File: src/rtl/or_3_pkg.sv
// ============================================================================
//  Module  : or_3_pkg
//  Purpose : Default parameter values shared by or_3 and its counter.
//  Rev     : 1.0  initial release
// ============================================================================
`default_nettype none

package or_3_pkg;
   localparam int DEF_WIDTH = 3;
   localparam int DEF_CNT_W = 8;
endpackage : or_3_pkg

`default_nettype wire

File: src/rtl/or_3_sat_cnt.sv
// ============================================================================
//  Module  : or_3_sat_cnt
//  Purpose : Up-counter with enable, synchronous active-low reset, saturating at all-ones.
//  Rev     : 1.0  initial release
// ============================================================================
`default_nettype none

module or_3_sat_cnt
   import or_3_pkg::*;
#(
   parameter int CNT_W = DEF_CNT_W
) (
   input  logic             clk,
   input  logic             rst_n,
   input  logic             en,
   output logic [CNT_W-1:0] cnt
);

   logic [CNT_W-1:0] cnt_q;
   logic [CNT_W-1:0] cnt_d;

   // Holding at all-ones keeps the count from wrapping back to zero.
   always_comb begin
      cnt_d = cnt_q;
      if (en && (cnt_q != {CNT_W{1'b1}})) begin
         cnt_d = cnt_q + {{(CNT_W-1){1'b0}}, 1'b1};
      end
   end

   always_ff @(posedge clk) begin
      if (!rst_n) begin
         cnt_q <= '0;
      end else begin
         cnt_q <= cnt_d;
      end
   end

   assign cnt = cnt_q;

endmodule : or_3_sat_cnt

`default_nettype wire

File: src/rtl/or_3.sv
// ============================================================================
//  Module  : or_3
//  Purpose : WIDTH-input OR reduction with registered copy, rise pulse and
//            saturating count of asserted cycles.
//  Rev     : 1.0  initial release
// ============================================================================
`default_nettype none

module or_3
   import or_3_pkg::*;
#(
   parameter int WIDTH = DEF_WIDTH,
   parameter int CNT_W = DEF_CNT_W
) (
   input  logic             clk,
   input  logic             rst_n,
   input  logic [WIDTH-1:0] a,
   output logic             s,
   output logic             s_q,
   output logic             s_rise,
   output logic [CNT_W-1:0] act_cnt
);

   logic s_d;
   logic s_rise_d;
   logic s_rise_q;

   // Pure combinational path: independent of clock and reset.
   assign s = |a;

   always_comb begin
      s_d      = s;
      s_rise_d = s & ~s_q;
   end

   always_ff @(posedge clk) begin
      if (!rst_n) begin
         s_q      <= 1'b0;
         s_rise_q <= 1'b0;
      end else begin
         s_q      <= s_d;
         s_rise_q <= s_rise_d;
      end
   end

   assign s_rise = s_rise_q;

   or_3_sat_cnt #(
      .CNT_W (CNT_W)
   ) u_sat_cnt (
      .clk   (clk),
      .rst_n (rst_n),
      .en    (s),
      .cnt   (act_cnt)
   );

endmodule : or_3

`default_nettype wire

File: config.mk
export PLATFORM = sky130hd
export DESIGN_NAME = or_3
export DESIGN_NICKNAME = d
export VERILOG_FILES = /design/src/rtl/or_3_pkg.sv /design/src/rtl/or_3_sat_cnt.sv /design/src/rtl/or_3.sv
export SDC_FILE = /design/constraint.sdc
export NUM_CORES = 1
export LEC_CHECK = 0
export BUFFER_PORTS_ARGS = -buffer_cell sky130_fd_sc_hd__buf_2
export CAP_MARGIN = 30
export CORE_AREA = 8 8 45 47
export CTS_CLUSTER_SIZE = 25
export DETAILED_ROUTE_END_ITERATION = 10
export DIE_AREA = 0 0 53 55
export PLACE_DENSITY = 0.58
export SLEW_MARGIN = 20
export SYNTH_ARGS = -nofsm -noshare
export SYNTH_HDL_FRONTEND = slang
export SYNTH_SLANG_ARGS = --single-unit
File: constraint.sdc
create_clock -name clk -period 1.54 [get_ports clk]
set_clock_uncertainty 0.1 [all_clocks]
set_input_delay 0.154 -clock clk [delete_from_list [all_inputs] [get_ports clk]]
set_output_delay 0.154 -clock clk [all_outputs]
set_load 0.01 [all_outputs]
==> Word-level counts from Yosys, hierarchy flattened <==
Cells that the tools add are included.
{ "classes": {"addsub": 1, "eq_ne": 1, "bitwise_logic": 2, "reduce_logical": 2} }
{ "op_table": {"columns": ["operator", "count"], "rows": [
  ["$add 8x1->8 const B", 1],
  ["$ne 8x8->1 const B", 1],
  ["$reduce_or 3->1", 1],
  ["$and 1x1->1", 1],
  ["$logic_and 1x1->1", 1],
  ["$not 1->1", 1]
]} }
{ "word_totals": {"reg_bits": 10, "input_bits": 5, "out_inout_bits": 11, "wordCells": 9} }

==> Longest topological paths before layout <==
{ "logic_depth": {"ltp_word": 2, "ltp_mapped": 5, "ltp_nobuf": 5} }

==> Cells and area by module <==
A second synthesis with hierarchy kept.
{ "hier_totals": {"hier_cells": 52, "area_unflattened_um2": 473.0} }
{ "modules_own_cells": {"columns": ["module", "n_inst", "cells_per_inst", "area_each_um2", "seq_area_each_um2"], "rows": [
  ["or_3_sat_cnt", 1, 47, 404.1, 160.2],
  ["or_3", 1, 5, 68.8, 40.0]
]} }

==> Worst setup path after synthesis <==
OpenSTA, ideal clock, no wires.
{ "synth_timing": {"path_type": "reg2reg", "start": "register u_sat_cnt.cnt_q[0] (netlist: u_sat_cnt.cnt[0])", "end": "register u_sat_cnt.cnt_q[5] (netlist: u_sat_cnt.cnt[5])", "setup_ps": 70, "arrival_time_ps": 1387, "required_ps": 1370, "setup_slack_ps": -17, "stages_incl_launch_ff": 6, "n_path_buf": 0, "synth_period_minus_slack_ps": 1557, "cell_sequence": "dfxtp_1 > ha_1 > nand3_1 > nor2_1 > or4_1 > a21oi_1"} }
{ "synth_between": {"elab_chain_len": 2, "word_cells_on_any_way": 3, "classes_between": "add/sub: 1; eq/ne: 1; reduce/logical: 1"} }
{ "synth_rtl": {"columns": ["item", "line_no", "rtl"], "rows": [
  ["start: declaration", "or_3_sat_cnt.sv:19", "logic [CNT_W-1:0] cnt_q;"],
  ["start signal: assignment", "or_3_sat_cnt.sv:34", "cnt_q <= cnt_d;"],
  ["parallel branches: the longest is 2 deep, another holds $add 8x1->8", null, null]
]} }
Parallel ways; which one is timed is not known.
A chain may end at the register's enable or synchronous reset.

==> Worst setup path in the final report <==
Same ends and word-level chain as after synthesis.

==> run_results.csv <==
group,metric,value,unit
status,status,"complete, no violations",
yosys,yosys.area_share.xor_xnor,3.76,%
clock_network,htree_num_levels,1,
yosys,ys_types,26,
grt,gr-total-overflow,0,
die,die-area,0.00292,sq mm
cells_and_area,syn_to_final_growth,32.3,%
pwr,share_comb_of_total_power,12.2,%
yosys,synth_edf_count,0,
clock_network,cts_tree,"built",
die,die-width,53,microns
die,start_util,33.6,%
timing,setup_tns,0,ns
yosys,ys_seq_elements,10,
drt,drt_iter0_drc,4,
placed_design,post-place-ws,0.0826,ns
pwr,peakVddDrop,0.000462,V
worst_hold_path,min_path_type,"input pin to flip-flop",
timing,fmax,0.683,GHz
cells_and_area,fin_area,616,sq um
clock_network,clk_path_buf_depth,2,
drt,dr.pass1.iters,2,
timing,hold_slack,0.0253,ns
timing,period_share,95.0,%
yosys,yosys_warnings,0,
clock_network,post_cts_buffers,0,
setup_path,critPathMaxFanout,4,
yosys,synth_flop_cell,"dfxtp_1",
yosys,synth.top_cells.by_area,"dfxtp_1 (43%), nand4_4 (4.6%), a21oi_1 (4.3%)",
die,rows,14,
grt,grt_pass1_vias,420,
pwr,power_density,958,mW/mm^2
drt,wl,1.09,mm
pwr,leakage,0.276,nW
cells_and_area,antenna_cells,0,
cells_and_area,final_util,44.5,%
timing,rsz0062_at_grt,"false",
grt,grt_pass1_wl,1.73,mm
timing,worst_pin_slew,0.355,ns
clock_network,path_clk_slew,0.07,ns
pwr,pwr-share-seq,47.2,%
clock_network,post_cts_resized,0,
cells_and_area,layout-drive-gt1-share,42.6,%
grt,antenna_found_initial,0,
pwr,swShare,24.1,%
yosys,synth-simple-area-share,24.5,%
die,die_h,55,microns
yosys,synth_cells,47,
clock_network,root_buffer,"clkbuf_4",
die,num_io_pins,16,
yosys,synth.top_cells.by_count,"dfxtp_1 (10), a21oi_1 (4), nor2_1 (4)",
yosys,synth.largest_area_cell,"dfxtp_1",
drt,vias_per_cell,5.06,
pwr,clockPowerShare,40.6,%
drt,drc,0,
yosys,yosysMostFrequentCell,"dfxtp_1",
placed_design,gp_congestion,0.795,
cells_and_area,fin_nets,75,
drt,ant_nets,0,
grt,grt_usage,8.22,%
yosys,synth_adder_area_share,2.69,%
yosys,synth_compound_area_share,19.9,%
placed_design,port-buffer-count,15,
die,coreArea,0.00138,sq mm
clock_network,cts_made_buffers,3,
yosys,synth_top_area_share,43.0,%
cells_and_area,fin_cells,84,
clock_network,hold_buffers,0,
drt,num_vias,425,
placed_design,dpl-instance-area,574,sq um
pwr,p_int,0.448,mW
timing,period_needed,1.46,ns
timing,slew-limit-headroom,75.7,%
yosys,netlist_area,465,sq um
pwr,power,0.590,mW
clock_network,clock_sinks,10,
timing,setup_ws,0.0767,ns
timing,finalHoldViolations,0,
setup_path,cp-end-kind,"flip-flop",
timing,finalSetupViolations,0,
setup_path,arrival,1.57,ns
pwr,p_switching,0.142,mW
setup_path,crit_type,"flip-flop to flip-flop",
yosys,yosysSeqAreaShare,43.0,%
drt,wl_per_cell,12.9,microns
grt,grt_start_max_net_pins,9,
placed_design,hpwl,801,microns
placed_design,dp.cells,80,
yosys,avgSynthCellArea,9.90,sq um
timing,drv_slew,0,
setup_path,cp_data_required_time,1.65,ns
job,maxCapViolations,0,
yosys,synth_top_family_by_area,"simple AND/OR/NAND/NOR gates",
setup_path,startpoint_type,"flip-flop",
clock_network,insertion_delay,0.27,ns
yosys,synth.area.mux_share,2.15,%
yosys,syn_nets,53,
yosys,async_flop_share,0,%
## per-layer routing
layer | GRT usage (%) | part of all wire (%) | vias to the layer above
met5 | 0 | 0 | -
met4 | 7.76 | 3.8 | 0
met3 | 2.14 | 5.4 | 5
met2 | 15.2 | 53 | 9
met1 | 7.04 | 38 | 194
li1 | - | - | 217
## sequential cells by signal (all words and copies together) (netlist names)
name	count
s_rise	1
u_sat_cnt.cnt	8
s_q	1
## final timing paths
check | from | endpoint | slack, ns | cells past startpoint
worst max-delay path | u_sat_cnt.cnt[0] | u_sat_cnt.cnt[5] | 0.08 | 5
worst max register to register | u_sat_cnt.cnt[0] | u_sat_cnt.cnt[5] | 0.08 | 5
worst min register to register | s_q | s_rise | 0.31 | 1
worst min-delay path | rst_n | s_q | 0.03 | 2
## layout make-up
cell class,count,area (sq um)
clock buffers,4,36.3
fillers,146,768
inverters,2,7.51
multi-input cells,34,254
flip-flops and latches,10,200
well taps,16,20.0
repair buffers,18,97.6
## critical path: stages, from the launching register on
cell	delay (ns)
dfxtp_1	0.31
ha_2	0.21
nand3_2	0.10
nor2_1	0.07
or4_1	0.47
a21oi_1	0.14
## power groups by stage
stage          Clock (mW)  Combinational, mW  Sequential [mW]
2_1_floorplan           0             0.0272            0.296
3_5_place_dp            0             0.0717            0.284
6_report            0.240             0.0719            0.278
4_1_cts             0.244             0.0719            0.278
5_1_grt             0.259             0.0798            0.280
3_3_place_gp            0             0.0719            0.285
## cell usage in the layout, fill, tap and decap left out, drive strengths merged
cell type and instances:
and3 1, nand2 1, xor2 2, nand3 1, mux2i 1, nor3 2
buf 18, o311a 1, nand4 2, o211ai 1, nor2 4, dfxtp 10
o21ai 2, and2 1, nor2b 2, clkbuf 4, o31ai 1, o21a 2
inv 2, a311oi 1, or4 1, ha 1, a2111oi 1, or3 2
a21oi 4
## logic make-up (layout without fill, tap and decap cells)
logic type / Yosys count / after routing
buffers and inverters: 3 / 24
adders and majority gates: 1 / 1
muxes: 1 / 1
xor gates and xnor gates: 2 / 2
AOI/OAI and AO/OA: 13 / 13
and+or+nand+nor: 17 / 17
DFF: 10 / 10
(Power assumes the default switching activity.)
